`src/rtl/fetch_pkg.sv`:
```
// Shared types and constants for the MIPS decoupled instruction-fetch stage.
package fetch_pkg;

  localparam int INST_W = 32;

  typedef enum logic [1:0] {
    IDLE  = 2'd0,
    WAIT  = 2'd1,
    DRAIN = 2'd2,
    HALT  = 2'd3
  } fetch_state_e;

  typedef enum logic [1:0] {
    REDIR_BR   = 2'b00,
    REDIR_J    = 2'b01,
    REDIR_JR   = 2'b10,
    REDIR_NONE = 2'b11
  } redir_sel_e;

endpackage

```
`src/rtl/fetch_ibuf.sv`:
```
// Flushable synchronous FIFO holding fetched {instruction, pc+4} entries toward decode.
// Reports its free-entry count so the fetch FSM can reserve room before issuing.
module fetch_ibuf #(
  parameter int WIDTH = 64,
  parameter int DEPTH = 4,
  localparam int CNT_W = $clog2(DEPTH) + 1
) (
  input  logic             clk,
  input  logic             rst_n,
  input  logic             flush,
  input  logic             push,
  input  logic [WIDTH-1:0] wdata,
  input  logic             pop,
  output logic             valid,
  output logic [WIDTH-1:0] rdata,
  output logic [CNT_W-1:0] free_cnt
);

  localparam int PTR_W = $clog2(DEPTH);
  localparam logic [CNT_W-1:0] DEPTH_C = CNT_W'(DEPTH);

  logic [WIDTH-1:0] mem [DEPTH];
  logic [PTR_W-1:0] rd_ptr, wr_ptr;
  logic [CNT_W-1:0] count;
  logic             do_push, do_pop;

  assign do_push = push && (count != DEPTH_C);
  assign do_pop  = pop && (count != '0);

  // NOTE: storage is deliberately not reset; count alone decides which entries are valid.
  always_ff @(posedge clk) begin
    if (do_push && !flush) mem[wr_ptr] <= wdata;
  end

  // NOTE: state uses <= so every flop samples pre-edge values regardless of block order.
  always_ff @(posedge clk or negedge rst_n) begin
    if (!rst_n) begin
      rd_ptr <= '0;
      wr_ptr <= '0;
      count  <= '0;
    end else if (flush) begin
      rd_ptr <= '0;
      wr_ptr <= '0;
      count  <= '0;
    end else begin
      if (do_push) wr_ptr <= wr_ptr + PTR_W'(1);
      if (do_pop)  rd_ptr <= rd_ptr + PTR_W'(1);
      case ({do_push, do_pop})
        2'b10:   count <= count + CNT_W'(1);
        2'b01:   count <= count - CNT_W'(1);
        default: count <= count;
      endcase
    end
  end

  assign valid    = (count != '0);
  assign rdata    = mem[rd_ptr];
  assign free_cnt = DEPTH_C - count;

endmodule

```
`src/rtl/mips_fetch_unit.sv`:
```
// Decoupled MIPS fetch stage: owns the PC, keeps one request in flight, buffers returns.
// Optional FETCH_ALIGN_CHECK_EN traps misaligned redirect targets (sticky fetch_err, HALT).
module mips_fetch_unit
  import fetch_pkg::*;
#(
  parameter int                ADDR_W     = 32,
  parameter logic [ADDR_W-1:0] RESET_PC   = '0,
  parameter int                IBUF_DEPTH = 4
) (
  input  logic              clk,
  input  logic              rst,
  output logic              req_valid,
  input  logic              req_ready,
  output logic [ADDR_W-1:0] req_addr,
  input  logic              rsp_valid,
  input  logic [INST_W-1:0] rsp_data,
  output logic              inst_valid,
  input  logic              inst_ready,
  output logic [INST_W-1:0] inst,
  output logic [ADDR_W-1:0] inst_pc4,
  input  logic              redir_valid,
  input  logic [1:0]        redir_sel,
  input  logic [ADDR_W-1:0] redir_pc4,
  input  logic [25:0]       redir_imm,
  input  logic [ADDR_W-1:0] redir_reg,
  output logic              fetch_err
);

  localparam int CNT_W = $clog2(IBUF_DEPTH) + 1;
  localparam int ENT_W = INST_W + ADDR_W;

  fetch_state_e      state, state_d;
  logic [ADDR_W-1:0] pc, pc_d, pc4;
  logic [ADDR_W-1:0] br_off, target_raw, target;
  logic              active, hs, push, flush, redir_fire, misalign;
  logic [CNT_W-1:0]  ibuf_free;
  logic [ENT_W-1:0]  ibuf_rdata;

  assign pc4    = pc + ADDR_W'(4);
  assign br_off = {{(ADDR_W-18){redir_imm[15]}}, redir_imm[15:0], 2'b00};

  always_comb begin
    target_raw = redir_reg;
    case (redir_sel_e'(redir_sel))
      REDIR_BR: target_raw = redir_pc4 + br_off;
      REDIR_J:  target_raw = {redir_pc4[ADDR_W-1:28], redir_imm, 2'b00};
      default:  target_raw = redir_reg;
    endcase
  end

`ifdef FETCH_ALIGN_CHECK_EN
  logic err_q;

  assign misalign = |target_raw[1:0];
  assign target   = target_raw;

  always_ff @(posedge clk or negedge rst) begin
    if (!rst)                         err_q <= 1'b0;
    else if (redir_fire && misalign)  err_q <= 1'b1;
  end

  assign fetch_err = err_q;
`else
  assign misalign  = 1'b0;
  assign target    = target_raw & ~ADDR_W'(3);
  assign fetch_err = 1'b0;
`endif

  // Only IDLE issues, so the in-flight slot is always covered by the free count.
  assign req_valid  = active && (state == IDLE) && (ibuf_free != '0);
  assign req_addr   = pc;
  assign hs         = req_valid && req_ready;
  assign redir_fire = redir_valid && (redir_sel != REDIR_NONE) && (state != HALT);

  always_comb begin
    // NOTE: defaults first so no path through this block can infer a latch.
    state_d = state;
    pc_d    = pc;
    push    = 1'b0;
    flush   = 1'b0;
    case (state)
      IDLE:  if (hs) state_d = WAIT;
      WAIT:  if (rsp_valid) begin
               push    = 1'b1;
               pc_d    = pc4;
               state_d = IDLE;
             end
      DRAIN: if (rsp_valid) state_d = IDLE;
      default: state_d = state;
    endcase
    // A redirect overrides everything; a response landing in the same cycle is dropped.
    if (redir_fire) begin
      push  = 1'b0;
      flush = 1'b1;
      if (misalign) begin
        state_d = HALT;
      end else begin
        pc_d = target;
        if (state == IDLE) state_d = hs ? DRAIN : IDLE;
        else               state_d = rsp_valid ? IDLE : DRAIN;
      end
    end
  end

  always_ff @(posedge clk or negedge rst) begin
    if (!rst) begin
      state  <= IDLE;
      pc     <= RESET_PC;
      active <= 1'b0;
    end else begin
      state  <= state_d;
      pc     <= pc_d;
      active <= 1'b1;
    end
  end

  fetch_ibuf #(
    .WIDTH (ENT_W),
    .DEPTH (IBUF_DEPTH)
  ) u_ibuf (
    .clk      (clk),
    .rst_n    (rst),
    .flush    (flush),
    .push     (push),
    .wdata    ({rsp_data, pc4}),
    .pop      (inst_ready),
    .valid    (inst_valid),
    .rdata    (ibuf_rdata),
    .free_cnt (ibuf_free)
  );

  assign inst     = ibuf_rdata[ENT_W-1 -: INST_W];
  assign inst_pc4 = ibuf_rdata[ADDR_W-1:0];

endmodule
```
`config.mk`:
```
export PLATFORM = sky130hd
export DESIGN_NAME = mips_fetch_unit
export DESIGN_NICKNAME = d
export VERILOG_FILES = /design/src/rtl/fetch_pkg.sv /design/src/rtl/fetch_ibuf.sv /design/src/rtl/mips_fetch_unit.sv
export SDC_FILE = /design/constraint.sdc
export NUM_CORES = 1
export LEC_CHECK = 0
export BUFFER_PORTS_ARGS = -buffer_cell sky130_fd_sc_hd__buf_2
export CORE_AREA = 2 2 179 181
export DETAILED_ROUTE_END_ITERATION = 6
export DIE_AREA = 0 0 181 183
export PLACE_DENSITY = 0.65
export SETUP_SLACK_MARGIN = 0.02
export SYNTH_ARGS = -nofsm -noshare
export SYNTH_HDL_FRONTEND = slang
export SYNTH_SLANG_ARGS = --single-unit
```
`constraint.sdc`:
```
create_clock -name clk -period 4.5 [get_ports clk]
set_clock_uncertainty 0.2 [all_clocks]
set_input_delay 0.225 -clock clk [delete_from_list [all_inputs] [get_ports clk]]
set_output_delay 0.225 -clock clk [all_outputs]
set_load 0.005 [all_outputs]
```
=== After elaboration in Yosys (flattened, before gate mapping) ===
Memory sizes are Yosys's and may differ from the RTL's.
Cells that the tools add are included.

* Add/subtract/negate cells: 7
* Eq/ne operators: 10
* Mux-type cells: 23
* Reduce and logical (&&, ||, !) cells: 22

{| class="wikitable"
|+ Operator list
! operator !! count
|-
| two-way mux 32 bit || 3
|-
| one-hot mux 32 bit (2 select lines) || 1
|-
| adder 32 x 3 -> 32 bit, second input constant || 1
|-
| adder 32 bit || 1
|-
| two-way mux 2 bit || 10
|-
| nonzero test 3 bit || 4
|-
| logical AND 1 bit || 8
|-
| nonzero test 2 bit || 4
|-
| equality test 2 x 1 -> 1 bit, second input constant || 3
|-
| two-way mux 1 bit || 6
|-
| inequality test 3 bit, second input constant || 2
|-
| one-hot mux 3 bit (2 select lines) || 1
|-
| adder 2 x 1 -> 2 bit, second input constant || 2
|-
| equality test 2 bit, second input constant || 2
|-
| zero test 2 bit || 2
|-
| inequality test 2 bit, second input constant || 2
|-
| one-hot mux 2 bit (2 select lines) || 1
|-
| adder 3 x 1 -> 3 bit, second input constant || 1
|-
| two-way mux 3 bit || 1
|-
| inequality test 3 x 1 -> 1 bit, second input constant || 1
|-
| AND reduction 3 bit || 1
|-
| subtractor 3 x 1 -> 3 bit, second input constant || 1
|-
| subtractor 3 bit, first input constant || 1
|-
| AND reduction 2 bit || 1
|-
| 2 further kinds || 2
|}

* Bits in registers: 42
* RAM bits: 256
* Bits of input ports: 130
* Output and inout bits: 99
* Logic and storage cells: 69
* Memories: 1

{| class="wikitable"
|+ Memories
! memory !! words !! width !! read ports !! clocked after memory_dff !! wr ports !! RTL line !! text
|-
| u_ibuf.mem || 4 || 64 || 1 || 0 || 1 || fetch_ibuf.sv:22 || <nowiki>logic [WIDTH-1:0] mem [DEPTH];</nowiki>
|}

=== Depth between registers and ports, before layout ===
Gate-level depths: netlist of the first run.

* Word-level depth: 8
* Mapped depth: 12
* Depth with buffers taken out: 12

=== Hierarchy ===
From an unflattened synthesis of the first run, not the netlist that was laid out.

* Cell total of the unflattened synthesis: 992
* Area, all modules: 14290.0 µm²

{| class="wikitable"
|+ By module, submodules not included
! module !! times used !! cells an instance !! area an instance (µm²) !! sequential area each (µm²)
|-
| fetch_ibuf || 1 || 393 || 9764.4 || 7862.5
|-
| mips_fetch_unit || 1 || 599 || 4525.6 || 825.8
|}

=== Least setup slack after synthesis of the first run ===
Ideal clock, no wire load.

* Path type: register to register
* Start: register state[0]
* End: memory u_ibuf.mem[0][10], enable pin
* Setup time: 0.427 ns
* Arrival: 3.042 ns
* Data required time: 3.873 ns
* Setup slack: 0.831 ns
* Cell stages (with the launch flop): 7
* Period minus slack after synthesis: 3.669 ns
* Cells stage by stage: dfrtp_1 > ha_1 > nand2b_1 > clkbuf_1 > clkbuf_1 > clkbuf_1 > and3_1

* Longest elaborated chain between the ends: 7

{| class="wikitable"
|+ Ends and longest elaborated chain
! what !! RTL line !! text
|-
| start: declaration || mips_fetch_unit.sv:32 || <nowiki>fetch_state_e state, state_d;</nowiki>
|-
| start signal: assignment || mips_fetch_unit.sv:111 || <nowiki>state <= state_d;</nowiki>
|-
| equality test 2 x 1 -> 1 bit or inequality test 2 bit (tied branches) || mips_fetch_unit.sv:81, mips_fetch_unit.sv:73 ||
|-
| two-way mux 1 bit or logical AND 1 bit (tied branches) || mips_fetch_unit.sv:81, mips_fetch_unit.sv:73 ||
|-
| two-way mux 1 bit || mips_fetch_unit.sv:92 || <nowiki>if (redir_fire) begin</nowiki>
|-
| logical AND 1 bit or zero test 1 bit (tied branches) || fetch_ibuf.sv:27, fetch_ibuf.sv:32 ||
|-
| logical AND 1 bit (*) || fetch_ibuf.sv:32 || <nowiki>if (do_push && !flush) mem[wr_ptr] <= wdata;</nowiki>
|-
| two-way mux 1 bit (*) || fetch_ibuf.sv:32 ||
|-
| two-way mux 1 bit (not written as such) (*) || fetch_ibuf.sv:32 ||
|-
| end: declaration || fetch_ibuf.sv:22 ||
|}

Mark *: on every way between the ends. The rest lies on a longest branch, timed or not.

=== Worst setup path in the final report of the first run ===
* Start: register pc[2], in the netlist req_addr[2]
* End: register pc[30], in the netlist req_addr[30]

* Longest elaborated chain between the ends: 4

{| class="wikitable"
|+ Ends and longest elaborated chain
! what !! RTL line !! text
|-
| start: declaration || mips_fetch_unit.sv:33 || <nowiki>logic [ADDR_W-1:0] pc, pc_d, pc4;</nowiki>
|-
| start signal: assignment || mips_fetch_unit.sv:112 || <nowiki>pc <= pc_d;</nowiki>
|-
| adder 32 x 3 -> 32 bit || mips_fetch_unit.sv:39 || <nowiki>assign pc4 = pc + ADDR_W'(4);</nowiki>
|-
| via pc4[30] || mips_fetch_unit.sv:33 ||
|-
| two-way mux 32 bit || mips_fetch_unit.sv:83 || <nowiki>WAIT: if (rsp_valid) begin</nowiki>
|-
| two-way mux 32 bit || mips_fetch_unit.sv:81 || <nowiki>case (state)</nowiki>
|-
| two-way mux 32 bit || mips_fetch_unit.sv:92 ||
|}

The timed path passes the listed nets, and every way through them passes these cells. The select of a mux whose other input is x is not followed.
A chain may end at the register's enable or synchronous reset.

==> results.toml, run 1 <==
[outcome]
status = "finished clean"

[sta]
rsz0062_at_grt = "false"
actual_transition_at_the_worst_max_transition_pin_ns = 0.9945
relSlewSlack = 0.3370
worst_slack_ns = 1.016
period_utilization_post_route = 0.7743
f_max_ghz = 0.2870
min_period_ns = 3.484
final_number_of_setup_violating_endpoints = 0
totalNegativeSetupSlack_ns = 0
hold_violations_final = 0
timing.final.max_slew_violations = 0

[placed_design]
numPortBuffers = 219
dp_slack_ns = 1.449
place_area_mm2 = 0.01532
place_hpwl_um = 22800
place.gp.congestion = 0.8833

[synth]
main_combinational_cell_family_by_area_after_synthesis = "compound AO/OA/AOI/OAI gates"
yosys-mux-area-fraction = 0.1065
basic_gate_share_of_the_synthesized_area_counting_and_or_nand_and_nor_cells = 0.07208
yosys.area_share.adder = 0.03831
ys_seq_elements = 288
synth.top_cell.area_share = 0.5403
netlist_instances = 944
post-synth-top-count-cell = "edfxtp_1"
synth.top_cells.by_count = "edfxtp_1 (248), mux4_2 (62), nand2_1 (56)"
yosys-top-cells-area = "edfxtp_1 (54%), mux4_2 (10%), dfrtp_1 (7.3%), ha_1 (3.5%), xnor2_1 (2.5%)"
synth-edff-count = 248
synthesis.area_mm2 = 0.01378
synth_area_leader_cell = "edfxtp_1"
yosysSeqAreaShare = 0.6129
yosys.cell_types.count = 81
synth_async_reset_ratio = 0.1389
ys_dominant_reg_cell = "edfxtp_1"
synth_xor_area_frac = 0.03967
yosysWarnings = 0
syn-mean-instance-area_um2 = 14.60
synth_compound_gate_area_share = 0.1073

[clock_tree]
ctsLongestPathBuffers = 3
postCtsResizedCells = 0
root_buffer = "clkbuf_16"
cts_hold_repair.buffers = 78
clock_latency_ns = 0.55
cts_made_buffers = 29
clock_tree_from_tritoncts = "done"
cts_post_setup_buffers_inserted = 0
htree_num_levels = 1
path_clk_slew_ns = 0.07
cts_sinks = 288

[power_and_ir_drop]
power-per-cell-area_mw_per_mm2 = 515.3
totalPowerFinal_mw = 8.774
total_leakage_power_nw = 6.261
vdd.ir_drop.worst_mv = 0.2092

[drt]
vias_per_cell = 5.479
route.detailed.wl_per_inst_um = 19.87
detail-route-antenna-nets = 0
detailroute.via_count = 9111
drt-initial-drc-count = 720
finalWirelength_um = 33040
drc_errors = 0
detailedRoute.firstPassIterationCount = 5

[cells_and_area]
design_area_mm2 = 0.01703
final_net_count = 1409
post-route-util = 0.5452
drive_gt1_frac = 0.3061
num_antenna_cells = 0
area_delta_synth_final_pct = 23.54

[worst_setup_path]
worst-path-max-fanout = 6
reg2reg_setup_slack_ns = 1.02
worst-endpoint-arrival_ns = 3.76
cp-start-kind = "register"
timing_worst_setup_path_type = "reg2reg"
end_kind = "register"
critical_path_required_time_ns = 4.78

[die]
io-pin-count = 229
dieHeight_um = 183
initial_core_util = 0.4413
die_w_um = 181
row_count = 65
core_area_mm2 = 0.03123
dieArea_mm2 = 0.03312

[global_route]
grt.overflow.total = 0
grt_antenna_before_repair = 1
grt_use_total = 0.1987
largest_net_degree_at_the_start_of_global_routing = 63
global_route_wire_length_before_repair_um = 51790
first_global_vias = 9302

[min_path]
hold_class = "in2reg"

[run]
max_cap_violations = 0
-- placed cells by master, fill, tap and decap left out, drive strengths merged, types with 6 or more instances in the layout --
cell / netlist / final
buf: 27 / 231
xnor2: 42 / 42
a21o: 11 / 11
nand2: 57 / 57
inv: 21 / 24
mux4: 62 / 62
conb: 2 / 6
nor2b: 9 / 9
nand4: 8 / 8
mux2i: 6 / 6
a31oi: 11 / 11
nand3: 18 / 18
clkinv: 0 / 10
a211oi: 8 / 8
o22ai: 13 / 13
dlygate4sd3: 0 / 78
and3: 14 / 14
edfxtp: 248 / 248
a21oi: 54 / 54
a22oi: 7 / 7
nand2b: 7 / 7
nor3: 12 / 12
ha: 39 / 39
o211ai: 7 / 7
a221oi: 9 / 9
dfrtp: 40 / 40
xor2: 17 / 17
o31ai: 6 / 6
a41oi: 7 / 7
nor2: 47 / 47
o21bai: 7 / 7
o21ai: 62 / 62
clkbuf: 23 / 37
-- worst paths after layout --
| check | from | end | cells after the start |
|---|---|---|---|
| min reg2reg | req_addr[3] | req_addr[3] | 2 |
| max | req_addr[2] | req_addr[30] | 10 |
| max reg2reg | req_addr[2] | req_addr[30] | 10 |
| min in group asynchronous | rst | active | 2 |
| min | redir_reg[25] | req_addr[25] | 5 |
| max in group asynchronous | rst | u_ibuf.rd_ptr[0] | 2 |
-- power breakdown --
part | total, mW | internal, mW | switching [mW]
clock | 2.33 | 1.36 | 0.966
combinational | 2.65 | 1.28 | 1.36
sequential | 3.80 | 3.37 | 0.430
-- stage by stage --
step / cells / hold slack [ns]
CTS: 1663 / 0.0005554
global placement: 1531 / 0.2377
detailed placement: 1531 / 0.2412
global route: 1663 / 0.03496
finish: 1663 / 0.01036
floorplan: 948 / -0.2706
-- state kept, by name (all words and copies together), names as in the netlist --
signal,count
active,1
req_addr,30
state,2
u_ibuf.count,3
u_ibuf.mem,248
u_ibuf.rd_ptr,2
u_ibuf.wr_ptr,2
-- cells by family (layout without fill, tap and decap cells) --
group / after synthesis / count (layout)
buffers and inverters: 71 / 384
muxes: 69 / 69
xor gates and xnor gates: 59 / 59
and+or+nand+nor: 189 / 189
AOI/OAI and AO/OA: 225 / 225
DFF: 288 / 288
other: 2 / 6
adders and majority gates: 41 / 41
-- layer usage --
metal,vias to the layer above,GRT usage,wire (um)
met1,4467,0.2778,14890
li1,4299,-,-
met2,308,0.3298,15410
met3,35,0.03435,2225
met5,-,0,13
met4,2,0.04228,508
-- cell type report --
class | count | area [um2]
clock buffer | 37 | 755.7
clock inverter | 17 | 170.2
fill | 2659 | 14200
inverter | 21 | 78.83
multi-input combinational | 589 | 5062
sequential | 288 | 8453
tap | 402 | 503.0
timing repair buffer | 309 | 2004
-- worst max-delay path, cell delays in order (launching register included) --
cell	delay, ns
dfrtp_1	0.47
ha_1	0.30
nand4_1	0.19
nor2_2	0.29
and2_1	0.33
nand2_4	0.13
nor2_2	0.16
xor2_1	0.44
o21ai_0	0.18
o21ai_1	0.16
dlygate4sd3_1	0.56
Note: power is estimated with default switching activity, not from simulation.
==> run 2: changes to the inputs <==
--- a/config.mk
+++ b/config.mk
@@ -5,11 +5,12 @@
 export SDC_FILE = /design/constraint.sdc
 export NUM_CORES = 1
 export LEC_CHECK = 0
+export ABC_AREA = 1
 export BUFFER_PORTS_ARGS = -buffer_cell sky130_fd_sc_hd__buf_2
-export CORE_AREA = 2 2 179 181
+export CORE_AREA = 2 2 183 185
 export DETAILED_ROUTE_END_ITERATION = 6
-export DIE_AREA = 0 0 181 183
-export PLACE_DENSITY = 0.65
+export DIE_AREA = 0 0 185 187
+export PLACE_DENSITY = 0.68
 export SETUP_SLACK_MARGIN = 0.02
 export SYNTH_ARGS = -nofsm -noshare
 export SYNTH_HDL_FRONTEND = slang
==> constraint.sdc (replaced) <==
create_clock -name clk -period 2.9 [get_ports clk]
set_clock_uncertainty 0.2 [all_clocks]
set_input_delay 0.145 -clock clk [delete_from_list [all_inputs] [get_ports clk]]
set_output_delay 0.145 -clock clk [all_outputs]
set_load 0.005 [all_outputs]
==> results.toml, run 2 <==
[clock_tree]
clock_latency_ns = 0.53
ctsLongestPathBuffers = 3
cts_sinks = 288
clock_tree_from_tritoncts = "done"
htree_num_levels = 1
cts_made_buffers = 28
cts_post_setup_buffers_inserted = 0
path_clk_slew_ns = 0.06
root_buffer = "clkbuf_16"

[sta]
min_period_ns = 2.596
rsz0062_at_grt = "false"
timing.final.max_slew_violations = 0
hold_violations_final = 0
worst_slack_ns = 0.3040
relSlewSlack = 0.3671
final_number_of_setup_violating_endpoints = 0
totalNegativeSetupSlack_ns = 0
f_max_ghz = 0.3852
period_utilization_post_route = 0.8952
actual_transition_at_the_worst_max_transition_pin_ns = 0.9493

[drt]
drt-initial-drc-count = 641
topRoutingLayerUsed = "met4"
routed-wl-met2_um = 18500
detailroute.via_count = 11683
m1_wire_length_um = 16520
vias_per_cell = 5.179
detailedRoute.firstPassIterationCount = 5
drc_errors = 0
detail-route-antenna-nets = 0
route.detailed.wl_per_inst_um = 17.08
finalWirelength_um = 38540
wl_met3_um = 2617

[worst_setup_path]
r2r_end = "req_addr[12]"
worst-endpoint-arrival_ns = 2.80
reg2reg_setup_slack_ns = 0.30
path_length_in_cells_of_the_critical_path = 9
reg2reg_depth = 9
slowest_delay_ns = 0.61
crit_chain = "ha_1 > nor2_4 > inv_2 > buf_12 > a221oi_1 > dlygate4sd3_1 > o21ai_0 > o211ai_1 > o21ai_1"
critPathSlowestCell = "dlygate4sd3_1"
end_kind = "register"
timing_worst_setup_path_type = "reg2reg"
critical_path_required_time_ns = 3.11
critPathCapture = "req_addr[12]"
critical_path.n_buffers_inverters = 3
worst_reg2reg_startpoint = "state[0]"
worst-path-max-fanout = 37
cell_class_contributing_the_biggest_share_of_worst_path_delay = "buffers and inverters"
cp-start-kind = "register"
crit_start = "state[0]"

[cells_and_area]
drive_gt1_frac = 0.1748
layout.cells.most_common = "nand2_1"
num_antenna_cells = 0
design_area_mm2 = 0.01794
area_delta_synth_final_pct = 24.08
final_net_count = 1957
mostFrequentLayoutCells = "nand2_1 (296), edfxtp_1 (248), buf_2 (219), nor2_1 (194), o21ai_0 (165)"
top_register = "u_ibuf.mem"
fillerInstances = 2940
largest_reg_flops = 248
post-route-util = 0.5460

[placed_design]
place.gp.congestion = 0.9417
place_hpwl_um = 25630
dp_slack_ns = 0.5662
numPortBuffers = 219
place_area_mm2 = 0.01614

[power_and_ir_drop]
vdd.ir_drop.worst_mv = 0.5182
total_leakage_power_nw = 7.329
power-per-cell-area_mw_per_mm2 = 822.3

[synth]
yosys.area_share.adder = 0.03652
main_combinational_cell_family_by_area_after_synthesis = "simple AND/OR/NAND/NOR gates"
syn-mean-instance-area_um2 = 9.684
synth_compound_gate_area_share = 0.1300
synth_async_reset_ratio = 0.1389
synth.top_cells.by_count = "nand2_1 (296), edfxtp_1 (248), nor2_1 (199)"
yosys-top-cells-area = "edfxtp_1 (52%), nand2_1 (7.7%), dfrtp_1 (6.9%), o21ai_0 (5.7%), nor2_1 (5.2%)"
synth.top_cell.area_share = 0.5151
synth_xor_area_frac = 0.01506
synth_area_leader_cell = "edfxtp_1"
netlist_instances = 1493
yosysWarnings = 0
synthesis.area_mm2 = 0.01446
yosys-mux-area-fraction = 0.0006923
ys_seq_elements = 288
synth-edff-count = 248
ys_dominant_reg_cell = "edfxtp_1"
post-synth-top-count-cell = "nand2_1"
yosysSeqAreaShare = 0.5843
yosys.cell_types.count = 51
basic_gate_share_of_the_synthesized_area_counting_and_or_nand_and_nor_cells = 0.1816

[die]
core_area_mm2 = 0.03286
dieArea_mm2 = 0.03460
initial_core_util = 0.4400
io-pin-count = 229
row_count = 67
die_w_um = 185
dieHeight_um = 187

[run]
max_cap_violations = 0

[global_route]
first_global_vias = 11653
grt_use_total = 0.2203
grt.overflow.total = 0
global_route_wire_length_before_repair_um = 60480
grt_antenna_before_repair = 0
largest_net_degree_at_the_start_of_global_routing = 126

[outcome]
status = "finished clean"

[min_path]
hold_class = "in2reg"
[run 2: cell types whose count changed after synthesis, moves of 38 or more]
cell	delta
inv_1	+83
mux4_2	-62
nand2_1	+240
nor2_1	+155
o21ai_0	+119
o22ai_1	+50
xnor2_1	-38
[run 2: cell families (layout without fill, tap and decap cells)]
| group | after synthesis | count (layout) |
|---|---|---|
| adders and majority gates | 41 | 41 |
| xor gates and xnor gates | 24 | 24 |
| and+or+nand+nor | 615 | 615 |
| AOI/OAI and AO/OA | 332 | 332 |
| DFF | 288 | 288 |
| other | 2 | 6 |
| buffers and inverters | 190 | 501 |
| muxes | 1 | 1 |
[run 2: what timing repair did]
| action | CTS | global route |
|---|---|---|
| gates resized for setup | 0 | 1 |
| hold endpoints to repair | 201 | 0 |
| hold buffers | 89 | 0 |
| setup endpoints to repair | 0 | 1 |
[run 2: worst min path at each step]
| stage | from | endpoint | slack (ns) | cells past startpoint |
|---|---|---|---|---|
| floorplan | rst | active | -0.35 | 0 |
| global placement | rst | active | 0.14 | 1 |
| detailed placement | rst | active | 0.14 | 1 |
| CTS | redir_imm[14] | req_addr[16] | 0.00003 | 7 |
| global route | redir_sel[1] | state[0] | 0.04 | 6 |
| finish | redir_sel[1] | state[0] | 0.01 | 6 |
[run 2: power by group]
group          switching, mW  internal [mW]
registers              0.434           5.24
logic                   3.53           1.98
clock network           1.45           2.11
[run 2: layer usage]
metal,global-route usage,up-vias
met4,0.05739,0
met5,0,-
met3,0.03894,54
met1,0.2876,5473
li1,-,5783
met2,0.3786,373
[run 2: through the flow]
stage,total power [mW],std cells,hold slack (ns)
after floorplan,8.774,1497,-0.3506
after global placement,10.98,2115,0.1423
after detailed placement,11.14,2115,0.1399
after CTS,14.83,2256,0.00002631
after global routing,15.71,2256,0.03529
final,14.75,2256,0.01272
[run 2: worst min-delay path, stage by stage]
cell	delay, ns
buf_2	0.09
nand2_1	0.09
nand2_2	0.13
nand2_1	0.07
nand2_1	0.10
o31ai_1	0.08
[run 2: layout make-up]
class / count / area [um2] / area share
multi-input combinational: 1019 / 5320 / 0.2965
tap: 448 / 560.5 / 0.03124
clock buffer: 37 / 765.7 / 0.04268
timing repair buffer: 326 / 2235 / 0.1246
clock inverter: 15 / 143.9 / 0.008020
inverter: 123 / 462.9 / 0.02580
sequential: 288 / 8453 / 0.4712
==> run 3: changes to the inputs <==
==> constraint.sdc (replaced) <==
create_clock -name clk -period 2.2 [get_ports clk]
set_clock_uncertainty 0.2 [all_clocks]
set_input_delay 0.11 -clock clk [delete_from_list [all_inputs] [get_ports clk]]
set_output_delay 0.11 -clock clk [all_outputs]
set_load 0.005 [all_outputs]
==> results.toml, run 3 (same netlist as run 2, synthesis figures left out) <==
[cells_and_area]
multi_input_area_mm2 = 0.005607
area_delta_synth_final_pct = 33.90
layout.cells.most_common = "nand2_1"
post-route-util = 0.5891
fillerInstances = 2774
design_area_mm2 = 0.01936
drive_gt1_frac = 0.2484
largest_reg_flops = 248
top_register = "u_ibuf.mem"
final_net_count = 2039
mostFrequentLayoutCells = "nand2_1 (290), edfxtp_1 (248), buf_2 (219), nor2_1 (176), o21ai_0 (109)"
sequential_cell_area_mm2 = 0.008464
num_antenna_cells = 0

[sta]
hold_violations_final = 0
f_max_ghz = 0.4483
final_number_of_setup_violating_endpoints = 1
rsz0062_at_grt = "true"
min_period_ns = 2.231
period_utilization_post_route = 1.014
actual_transition_at_the_worst_max_transition_pin_ns = 0.8625
timing.final.max_slew_violations = 0
worst_slack_ns = -0.03050
relSlewSlack = 0.4231

[clock_tree]
cts_made_buffers = 29
htree_num_levels = 1
path_clk_slew_ns = 0.06
ctsLongestPathBuffers = 3
clock_tree_from_tritoncts = "done"
root_buffer = "clkbuf_16"
clock_latency_ns = 0.53
cts_sinks = 288

[placed_design]
place_area_mm2 = 0.01660
place.gp.congestion = 0.9405
numPortBuffers = 219
place_hpwl_um = 26660

[global_route]
largest_net_degree_at_the_start_of_global_routing = 63
global_route_wire_length_before_repair_um = 62400
grt_use_total = 0.2305
grt.overflow.total = 0
grt_antenna_before_repair = 0
first_global_vias = 11648

[die]
core_area_mm2 = 0.03286
row_count = 67
initial_core_util = 0.4400
io-pin-count = 229
dieHeight_um = 187
die_w_um = 185
dieArea_mm2 = 0.03460

[worst_setup_path]
critical_path_required_time_ns = 1.89
crit_chain = "buf_12 > buf_16 > o21ai_0 > o22ai_1 > buf_2"
cell_class_contributing_the_biggest_share_of_worst_path_delay = "flip-flops"
slowest_delay_ns = 0.52
worst-endpoint-arrival_ns = 1.92
timing_worst_setup_path_type = "reg2out"
end_kind = "output pin"
critical_path.n_buffers_inverters = 3
cp-start-kind = "register"
critPathSlowestCell = "dfrtp_4"
worst-path-max-fanout = 16

[power_and_ir_drop]
power-per-cell-area_mw_per_mm2 = 1132
total_leakage_power_nw = 7.909
vdd.ir_drop.worst_mv = 0.7226

[min_path]
hold_class = "in2reg"

[drt]
detailedRoute.firstPassIterationCount = 5
finalWirelength_um = 43610
drc_errors = 0
detail-route-antenna-nets = 0
detailroute.via_count = 12344
drt-initial-drc-count = 959
route.detailed.wl_per_inst_um = 18.67
vias_per_cell = 5.284

[run]
max_cap_violations = 0

[outcome]
violations = "negative setup slack"
status = "finished with violations"
==> run 3: cell count changes in the layout (fill, tap and decap cells not counted), moves of 9 or more <==
cell,delta
dfrtp_2,+9
o22ai_1,-12
buf_12,+9
o21ai_0,-56
dfrtp_1,-9
nor2_2,+17
clkbuf_16,+9
buf_4,+43
o22ai_2,+12
nor2_1,-18
o21ai_1,+54
==> run 3: power by group <==
part | leakage (nW) | total (mW) | internal [mW] | switching [mW]
sequential | 2.73 | 7.45 | 6.93 | 0.517
clock | 0.466 | 4.93 | 2.98 | 1.95
combinational | 4.71 | 9.54 | 3.93 | 5.61
total | 7.91 | 21.9 | 13.8 | 8.08
==> run 3: final cells by class <==
| cell class | instances | area share |
|---|---|---|
| flip-flops and latches | 288 | 0.4372 |
| multi-input cells | 1019 | 0.2896 |
| repair buffers | 407 | 0.1703 |
| clock buffers | 32 | 0.03807 |
| well taps | 448 | 0.02895 |
| inverters | 123 | 0.02462 |
| clock inverters | 19 | 0.01125 |
==> run 3: what timing repair did <==
item	CTS	global route
hold buffers	96	0
hold endpoints to repair	202	0
pin swaps	8	20
resized for setup	28	124
gates cloned	5	12
setup buffers	2	9
endpoints found under the setup margin	75	118
==> run 3: per-layer routing <==
layer / global-route usage / share of wire
met1: 0.3024 / 0.41
met2: 0.3951 / 0.49
met3: 0.03875 / 0.076
met4: 0.06105 / 0.025
met5: 0 / 0
==> run 3: through the flow <==
stage	setup slack, ns	setup TNS, ns	std cells	power, mW	hold WS [ns]
2_1_floorplan	-0.2887	-67.49	1497	11.59	-0.3856
3_3_place_gp	0.01453	0	2162	14.87	-0.1145
3_5_place_dp	-0.04065	-0.07453	2162	15.03	-0.1156
4_1_cts	-0.04151	-0.1719	2316	20.74	0.01587
5_1_grt	-0.1043	-0.3227	2336	23.10	0.08246
6_report	-0.03050	-0.03050	2336	21.91	0.02614
==> run 3: worst paths after layout <==
path | from | endpoint | slack [ns] | cells past startpoint
max | u_ibuf.rd_ptr[0] | inst_pc4[13] | -0.03 | 5
min | redir_reg[8] | req_addr[8] | 0.03 | 6
max reg2reg | state[0] | state[0] | 0.10 | 6
min reg2reg | req_addr[31] | req_addr[31] | 0.33 | 2
max in group asynchronous | rst | u_ibuf.rd_ptr[0] | 0.61 | 3
min in group asynchronous | rst | req_addr[11] | 0.54 | 4
==> run 3: worst min-delay path, delay by kind of cell <==
kind | cells | cell delay (ns)
buffers and inverters | 1 | 0.08
AO/OA/AOI/OAI | 4 | 0.48
AND/OR/NAND/NOR | 1 | 0.05
